`config.mk`:
```
export PLATFORM = sky130hd
export DESIGN_NAME = imm_decode_pipe
export DESIGN_NICKNAME = d
export VERILOG_FILES = /design/src/rtl/imm_pkg.sv /design/src/rtl/imm_skid_buf.sv /design/src/rtl/imm_decode_pipe.sv
export SDC_FILE = /design/constraint.sdc
export NUM_CORES = 1
export LEC_CHECK = 0
export CORE_MARGIN = 5
export CORE_UTILIZATION = 45
export DETAILED_ROUTE_END_ITERATION = 10
export PLACE_DENSITY = 0.81
export RECOVER_POWER = 25
export SLEW_MARGIN = 40
export SYNTH_ARGS = -nofsm -noshare
export SYNTH_HDL_FRONTEND = slang
export SYNTH_SLANG_ARGS = --single-unit
```
`constraint.sdc`:
```
create_clock -name clk -period 1.8 [get_ports clk]
set_input_delay 0.36 -clock clk [delete_from_list [all_inputs] [get_ports clk]]
set_output_delay 0.36 -clock clk [all_outputs]
set_load 0.005 [all_outputs]
```
`src/rtl/imm_pkg.sv`:
```
// Shared constants for the immediate decode pipeline: format codes,
// base-ISA opcode values and the XLEN-dependent shift-amount width.
package imm_pkg;

    typedef enum logic [2:0] {
        FMT_NONE  = 3'b000,
        FMT_I     = 3'b001,
        FMT_S     = 3'b010,
        FMT_B     = 3'b011,
        FMT_U     = 3'b100,
        FMT_J     = 3'b101,
        FMT_SHAMT = 3'b110
    } fmt_e;

    localparam logic [6:0] OPC_LUI      = 7'b0110111;
    localparam logic [6:0] OPC_AUIPC    = 7'b0010111;
    localparam logic [6:0] OPC_JAL      = 7'b1101111;
    localparam logic [6:0] OPC_JALR     = 7'b1100111;
    localparam logic [6:0] OPC_LOAD     = 7'b0000011;
    localparam logic [6:0] OPC_MISC_MEM = 7'b0001111;
    localparam logic [6:0] OPC_SYSTEM   = 7'b1110011;
    localparam logic [6:0] OPC_OP_IMM   = 7'b0010011;
    localparam logic [6:0] OPC_STORE    = 7'b0100011;
    localparam logic [6:0] OPC_BRANCH   = 7'b1100011;
    localparam logic [6:0] OPC_OP       = 7'b0110011;

    // RV64 shifts take a 6-bit amount, RV32 a 5-bit one.
    function automatic int shamt_width(input int xlen);
        return (xlen == 64) ? 6 : 5;
    endfunction

endpackage

```
`src/rtl/imm_skid_buf.sv`:
```
// Generic two-entry valid/ready skid buffer. The main register drives the
// output; the skid entry catches one extra item when the consumer stalls.
// in_ready comes straight from a flop so no combinational path exists from
// out_ready back to the producer.
module imm_skid_buf #(
    parameter int DATA_W = 8
) (
    input  logic              clk,
    input  logic              rst_n,
    input  logic              in_valid,
    output logic              in_ready,
    input  logic [DATA_W-1:0] in_data,
    output logic              out_valid,
    input  logic              out_ready,
    output logic [DATA_W-1:0] out_data
);

    logic              main_vld_p1;
    logic [DATA_W-1:0] main_data_p1;
    logic              skid_vld_p1;
    logic [DATA_W-1:0] skid_data_p1;
    logic              ready_p1;

    // Main/skid entry update: refill from skid first, park in skid when the
    // main entry is stalled, otherwise load (or empty) the main entry.
    always_ff @(posedge clk) begin
        if (!rst_n) begin
            main_vld_p1  <= 1'b0;
            main_data_p1 <= '0;
            skid_vld_p1  <= 1'b0;
            skid_data_p1 <= '0;
            ready_p1     <= 1'b1;
        end else if (skid_vld_p1) begin
            // Producer is blocked here; only a drain can make progress.
            if (out_ready) begin
                main_data_p1 <= skid_data_p1;
                skid_vld_p1  <= 1'b0;
                ready_p1     <= 1'b1;
            end
        end else if (main_vld_p1 && !out_ready) begin
            // Main entry stalled: an accepted item goes to the skid entry.
            if (in_valid) begin
                skid_data_p1 <= in_data;
                skid_vld_p1  <= 1'b1;
                ready_p1     <= 1'b0;
            end
        end else begin
            // Main entry empty or draining this cycle: overwrite or empty it.
            main_vld_p1 <= in_valid;
            if (in_valid) begin
                main_data_p1 <= in_data;
            end
        end
    end

    assign in_ready  = ready_p1;
    assign out_valid = main_vld_p1;
    assign out_data  = main_data_p1;

endmodule

```
`src/rtl/imm_decode_pipe.sv`:
```
// Immediate decode stage: classifies the instruction's immediate format,
// assembles and extends the immediate to XLEN, flags unknown opcodes and
// out-of-range RV32 shift amounts, and registers the result behind a
// two-entry skid buffer.
module imm_decode_pipe
    import imm_pkg::*;
#(
    parameter int XLEN  = 32,
    parameter int TAG_W = 32
) (
    input  logic             clk,
    input  logic             rst_n,
    input  logic             in_valid,
    output logic             in_ready,
    input  logic [31:0]      in_instr,
    input  logic [TAG_W-1:0] in_tag,
    output logic             out_valid,
    input  logic             out_ready,
    output logic [XLEN-1:0]  out_imm,
    output logic [2:0]       out_fmt,
    output logic             out_illegal,
    output logic [TAG_W-1:0] out_tag
);

    localparam int PAYLOAD_W = XLEN + 3 + 1 + TAG_W;
    localparam int SHAMT_W   = shamt_width(XLEN);

    // ---- p0: combinational decode of the incoming word ----
    logic [6:0]        opcode_p0;
    logic [2:0]        funct3_p0;
    logic signed [11:0] imm_i_p0;
    logic signed [11:0] imm_s_p0;
    logic signed [12:0] imm_b_p0;
    logic signed [31:0] imm_u_p0;
    logic signed [20:0] imm_j_p0;
    logic [XLEN-1:0]   imm_p0;
    fmt_e              fmt_p0;
    logic              illegal_p0;
    logic [PAYLOAD_W-1:0] payload_p0;

    assign opcode_p0 = in_instr[6:0];
    assign funct3_p0 = in_instr[14:12];

    // Raw immediate fields; all signed so the XLEN casts below sign-extend.
    assign imm_i_p0 = in_instr[31:20];
    assign imm_s_p0 = {in_instr[31:25], in_instr[11:7]};
    assign imm_b_p0 = {in_instr[31], in_instr[7], in_instr[30:25], in_instr[11:8], 1'b0};
    assign imm_u_p0 = {in_instr[31:12], 12'b0};
    assign imm_j_p0 = {in_instr[31], in_instr[19:12], in_instr[20], in_instr[30:21], 1'b0};

    // Format selection and extension to XLEN.
    always_comb begin
        fmt_p0     = FMT_NONE;
        imm_p0     = '0;
        illegal_p0 = 1'b0;
        case (opcode_p0)
            OPC_LUI, OPC_AUIPC: begin
                fmt_p0 = FMT_U;
                imm_p0 = XLEN'(imm_u_p0);
            end
            OPC_JAL: begin
                fmt_p0 = FMT_J;
                imm_p0 = XLEN'(imm_j_p0);
            end
            OPC_JALR, OPC_LOAD, OPC_MISC_MEM, OPC_SYSTEM: begin
                fmt_p0 = FMT_I;
                imm_p0 = XLEN'(imm_i_p0);
            end
            OPC_OP_IMM: begin
                if (funct3_p0 == 3'b001 || funct3_p0 == 3'b101) begin
                    // Shift amounts are unsigned; on RV32 bit 25 must be clear.
                    fmt_p0 = FMT_SHAMT;
                    if (SHAMT_W == 6) begin
                        imm_p0 = XLEN'(in_instr[25:20]);
                    end else begin
                        imm_p0     = XLEN'(in_instr[24:20]);
                        illegal_p0 = in_instr[25];
                    end
                end else begin
                    fmt_p0 = FMT_I;
                    imm_p0 = XLEN'(imm_i_p0);
                end
            end
            OPC_STORE: begin
                fmt_p0 = FMT_S;
                imm_p0 = XLEN'(imm_s_p0);
            end
            OPC_BRANCH: begin
                fmt_p0 = FMT_B;
                imm_p0 = XLEN'(imm_b_p0);
            end
            OPC_OP: begin
                fmt_p0 = FMT_NONE;
            end
            default: begin
                illegal_p0 = 1'b1;
            end
        endcase
    end

    assign payload_p0 = {imm_p0, fmt_p0, illegal_p0, in_tag};

    // ---- p1: registered output stage with skid entry ----
    logic [PAYLOAD_W-1:0] payload_p1;

    imm_skid_buf #(
        .DATA_W (PAYLOAD_W)
    ) u_skid (
        .clk       (clk),
        .rst_n     (rst_n),
        .in_valid  (in_valid),
        .in_ready  (in_ready),
        .in_data   (payload_p0),
        .out_valid (out_valid),
        .out_ready (out_ready),
        .out_data  (payload_p1)
    );

    assign {out_imm, out_fmt, out_illegal, out_tag} = payload_p1;

endmodule

```
# ---- After elaboration in Yosys (flattened, before gate mapping)
# Index checks and enable logic that the tools add are counted.
dict set report totals {
  elab_cells 52
  input_bits 68
  register_bits 139
}
dict set report op_classes {
  n_eq_ne 15
  mux 18
  reduce_logical 12
  bitwise_logic 2
}
# op n
set op_table {}
lappend op_table {{$mux W68} 4}
lappend op_table {{$pmux W32 S6} 1}
lappend op_table {{$mux W32} 1}
lappend op_table {{$eq A7 B7 Y1 const B} 4}
lappend op_table {{$eq A7 B6 Y1 const B} 3}
lappend op_table {{$pmux W3 S6} 1}
lappend op_table {{$eq A7 B5 Y1 const B} 2}
lappend op_table {{$reduce_or A10 Y1} 1}
lappend op_table {{$mux W1} 9}
lappend op_table {{$reduce_and A3 Y1} 3}
lappend op_table {{$eq A7 B2 Y1 const B} 1}
lappend op_table {{$eq A7 B4 Y1 const B} 1}
lappend op_table {{$reduce_bool A2 Y1} 2}
lappend op_table {{$reduce_or A4 Y1} 1}
lappend op_table {{$eq A3 B1 Y1 const B} 1}
lappend op_table {{$eq A3 B3 Y1 const B} 1}
lappend op_table {{$mux W3} 1}
lappend op_table {{$ne A2 B1 Y1 const B} 1}
lappend op_table {{$ne A2 B2 Y1 const B} 1}
lappend op_table {{$not A1 Y1} 2}
lappend op_table {{$pmux W1 S2} 1}
lappend op_table {{$reduce_and A2 Y1} 1}
lappend op_table {{$reduce_or A2 Y1} 1}
lappend op_table {{$logic_and A1 B1 Y1} 1}
lappend op_table {{2 further kinds} 2}

# ---- Depth between registers and ports, before layout
dict set report depth {
  ltp_word 7
  depth_mapped 8
  depth_no_buf 5
}

# ---- Cells and area by module
# A second synthesis with hierarchy kept.
dict set report unflattened {
  cells_unflattened 706
  area_unflattened_um2 6520.0
}
# module cells_per_inst instances area_per_inst_um2
set modules_own_cells {}
lappend modules_own_cells {imm_skid_buf 622 1 5884.4}
lappend modules_own_cells {imm_decode_pipe 84 1 635.6}

# ---- Worst setup path before layout
# Ideal clock, no wire load.
dict set report synth_path {
  kind {input port to flip-flop}
  from {input in_instr[4]}
  to {register u_skid.skid_data_p1[61]}
  required_ps 1663
  path_buffers 3
  stages 8
  slack_ps 121
  arrival_ps 1542
  setup_ps 137
  path_cell_list {buf_2 -> and4b_1 -> clkbuf_2 -> o21ai_1 -> nand2_1 -> o21ai_2 -> buf_2 -> a31oi_1}
}
dict set report synth_via {
  elab_chain_cells 3
  elab_cells_between_ends 13
}
# item line_no
set synth_lines {}
lappend synth_lines {{start: declaration} imm_decode_pipe.sv:15} ;# input logic [31:0] in_instr,
lappend synth_lines {{$eq A7 B7 Y1 (tied with other cells)} imm_decode_pipe.sv:56} ;# case (opcode_p0)
lappend synth_lines {{$reduce_or A4 Y1 or $reduce_or A2 Y1 (tied branches)} imm_decode_pipe.sv:56}
lappend synth_lines {{$pmux W32 S6 *} imm_decode_pipe.sv:56}
lappend synth_lines {{end signal: assignment} imm_skid_buf.sv:43} ;# skid_data_p1 <= in_data;
lappend synth_lines {{end: declaration} imm_skid_buf.sv:21} ;# logic [DATA_W-1:0] skid_data_p1;
# Mark *: on every way between the ends. The rest lies on a longest branch, timed or not.
# A chain may end at the register's enable or synchronous reset.

# ---- Final worst setup path
dict set report layout_path {
  from {input in_instr[2]}
  to {register u_skid.skid_data_p1[57]}
}
# The elaborated chain is that of the path after synthesis.

==> flow_metrics.env <==
export IMPL_outcome="completed"
export IMPL_reg2reg_slack_ps=160
export IMPL_cp_num_buf_inv=2
export IMPL_clock_latency_ps=420
export IMPL_crit_fanout=10
export IMPL_cts_root_buf="clkbuf_16"
export IMPL_ys_warn_count=0
export IMPL_placementRows=42
export IMPL_synth_seq_cells=139
export IMPL_crit_path_max_incr_delay_ps=420
export IMPL_synthTopCellsByArea="dfxtp_1, nand2_1, a21oi_1"
export IMPL_maxSlewHeadroom=0.5484
export IMPL_power_mw=7.585
export IMPL_crit_path_start_kind="input port"
export IMPL_grt_ovfl_total=0
export IMPL_postRouteAntennaNets=0
export IMPL_numCtsBuffers=17
export IMPL_maxCapViolCount=0
export IMPL_netlist_area_um2=6056
export IMPL_crit_cells=7
export IMPL_cp_slowest_cell="dlygate4sd2_1"
export IMPL_grt_start_max_net_pins=74
export IMPL_end_kind="flip-flop"
export IMPL_die_area_um2=15880
export IMPL_die_w_um=126.0
export IMPL_final_util=0.6526
export IMPL_clk_path_buf_depth=2
export IMPL_crit_family="compound AO/OA/AOI/OAI gates"
export IMPL_synthArstFlopShare=0
export IMPL_ys_seq_area_frac=0.4595
export IMPL_dr_pass1_iters=5
export IMPL_hold_viol_final=0
export IMPL_tritoncts="built"
export IMPL_n_fill_cell=1073
export IMPL_dp_cells=1022
export IMPL_crit_path_cell_trace="dlygate4sd2_1 -> xor2_1 -> a32oi_4 -> a21oi_4 -> o21ai_4 -> clkbuf_16 -> a31oi_1"
export IMPL_crit_type="input port to flip-flop"
export IMPL_synth_top_area_cell="dfxtp_1"
export IMPL_clk_pin_slew_worst_paths_ps=50
export IMPL_required_ps=2090
export IMPL_drive_gt1_frac=0.1482
export IMPL_io_buffers=137
export IMPL_power_leakage_nw=3.087
export IMPL_finalSetupViolations=0
export IMPL_timing_final_crit_share=0.9973
export IMPL_grt_pass1_wl_um=27990
export IMPL_ys_types=55
export IMPL_grt_pass1_vias=5533
export IMPL_start_util=0.4573
export IMPL_area_growth_pct=42.71
export IMPL_synth_most_common_cell="dfxtp_1"
export IMPL_worstReg2RegStart="u_skid.skid_vld_p1"
export IMPL_stdcell_count=1060
export IMPL_grtUsageTotal=0.2143
export IMPL_drc=0
export IMPL_critPathCapture="u_skid.skid_data_p1[57]"
export IMPL_max_clock_freq_mhz=557.1
export IMPL_crit_arrival_ps=2090
export IMPL_r2r_end="u_skid.skid_data_p1[30]"
export IMPL_worstRegToRegCells=5
export IMPL_place_congestion=0.8924
export IMPL_cts_sink_count=139
export IMPL_drt_wl_total_um=18120
export IMPL_syn_inst=711
export IMPL_cts_hold_buffers=0
export IMPL_p_per_area_nw_per_um2=877.7
export IMPL_wl_per_cell_um=17.09
export IMPL_synth_edff_count=0
export IMPL_final_max_slew_viol_count=0
export IMPL_min_delay_path_class="input port to flip-flop"
export IMPL_netlist_area_leader_share=0.4595
export IMPL_syn_nets=779
export IMPL_synth_commonest_cells="dfxtp_1, nand2_1, a21oi_1"
export IMPL_antenna_found_initial=0
export IMPL_drtIter0Drc=578
export IMPL_n_antenna_cell=0
export IMPL_nNetsFinal=940
export IMPL_vias_per_cell=5.653
export IMPL_ioPinCount=138
export IMPL_worst_slew_pin_slew_ps=677.4
export IMPL_synth_flop_cell="dfxtp_1"
export IMPL_dp_hpwl_um=12020
export IMPL_peakVddDrop_mv=0.6413
export IMPL_die_height_um=126.0
export IMPL_cts_max_level=4
export IMPL_vias=5992
export IMPL_synth_avg_cell_area_um2=8.517
export IMPL_period_needed_ps=1795
export IMPL_core_um2=13240
export IMPL_worstSetupStartpoint="in_instr[2]"
export IMPL_skew_ps=12.63
==> flip-flops by register name (all words and copies together) (netlist names) <==
name and count:
u_skid.in_ready 1, u_skid.out_data 68, u_skid.out_valid 1, u_skid.skid_data_p1 68, u_skid.skid_vld_p1 1
==> placed cells by master, fill, tap and decap left out, drive strengths merged, types with 2 or more instances in the layout <==
cell and instances:
clkinvlp 3, and3 8, inv 5, a31oi 14, clkbuf 32, a221oi 6, nand3b 20, o311ai 3
buf 62, nor2 55, and2 3, o211ai 11, a311oi 12, nor3 7, a21oi 73, nor2b 3
xor2 2, nand2b 8, dlygate4sd2 2, o22ai 2, nand2 105, clkdlybuf4s50 130, clkinv 4, dlymetal6s2s 3
a41oi 2, nor3b 3, dfxtp 139, o21ai 61, o32ai 3, a32oi 3, mux2i 32, o41ai 2
nand3 18, a211oi 34
==> final cells by class <==
| type | count | area, µm² | share of cell area |
|---|---|---|---|
| clock inverter | 7 | 42.54 | 0.004923 |
| multi-input combinational | 503 | 3085 | 0.3570 |
| sequential | 139 | 2783 | 0.3220 |
| clock buffer | 24 | 481.7 | 0.05574 |
| timing repair buffer | 206 | 2011 | 0.2327 |
| tap | 176 | 220.2 | 0.02548 |
| inverter | 5 | 18.77 | 0.002172 |
==> where the power goes <==
group	switching [mW]	total (mW)	internal, mW
logic	0.544	1.15	0.609
registers	0.0869	3.33	3.24
clock network	1.25	3.10	1.85
total	1.88	7.58	5.70
==> per-stage QoR <==
step           setup TNS (ps)  instance area (µm²)  setup slack, ps  hold slack [ps]
6_report                    0                 8642            4.939            333.5
5_1_grt                -519.5                 8642           -64.45            325.3
4_1_cts                -3.722                 8472           -3.722            308.6
3_5_place_dp           -33640                 7950           -533.8            447.7
3_3_place_gp           -29380                 7950           -467.1            441.0
2_1_floorplan               0                 6056            121.1            432.0
==> kinds of logic after synthesis <==
| family | Yosys count | share of synthesized area |
|---|---|---|
| multiplexers | 32 | 0.05289 |
| AND/OR/NAND/NOR | 236 | 0.1822 |
| AO/OA/AOI/OAI | 233 | 0.2531 |
| buffers and inverters | 69 | 0.04938 |
| flip-flops | 139 | 0.4595 |
| XOR/XNOR | 2 | 0.002893 |
==> worst reg2reg max path: cells and delay by family, from the launching register on <==
| kind | cells | cell delay [ps] |
|---|---|---|
| AOI/OAI and AO/OA | 1 | 180 |
| buffers and inverters | 1 | 380 |
| and+or+nand+nor | 3 | 570 |
| DFF | 1 | 450 |
==> per-layer routing <==
layer / GRT usage / share of wire
met3: 0.05165 / 0.066
met5: 0 / 0
met4: 0.08076 / 0.025
met1: 0.2869 / 0.44
met2: 0.3365 / 0.47
==> worst min-delay path by stage <==
stage / start / to / slack, ps / cells after the start
finish: rst_n / u_skid.skid_data_p1[59] / 330 / 3
floorplan: u_skid.skid_data_p1[33] / u_skid.skid_data_p1[33] / 430 / 2
detailed placement: u_skid.skid_data_p1[19] / u_skid.skid_data_p1[19] / 450 / 2
CTS: rst_n / u_skid.skid_data_p1[58] / 310 / 3
global route: rst_n / u_skid.skid_data_p1[59] / 330 / 3
global placement: u_skid.skid_data_p1[27] / u_skid.skid_data_p1[27] / 440 / 2
==> repair_timing <==
item / CTS / global route
pin swaps: 0 / 14
setup endpoints to repair: 31 / 64
gates cloned: 0 / 4
gates resized for setup: 2 / 24
buffers inserted: 0 / 3
Power figures use the tool's default switching activity.
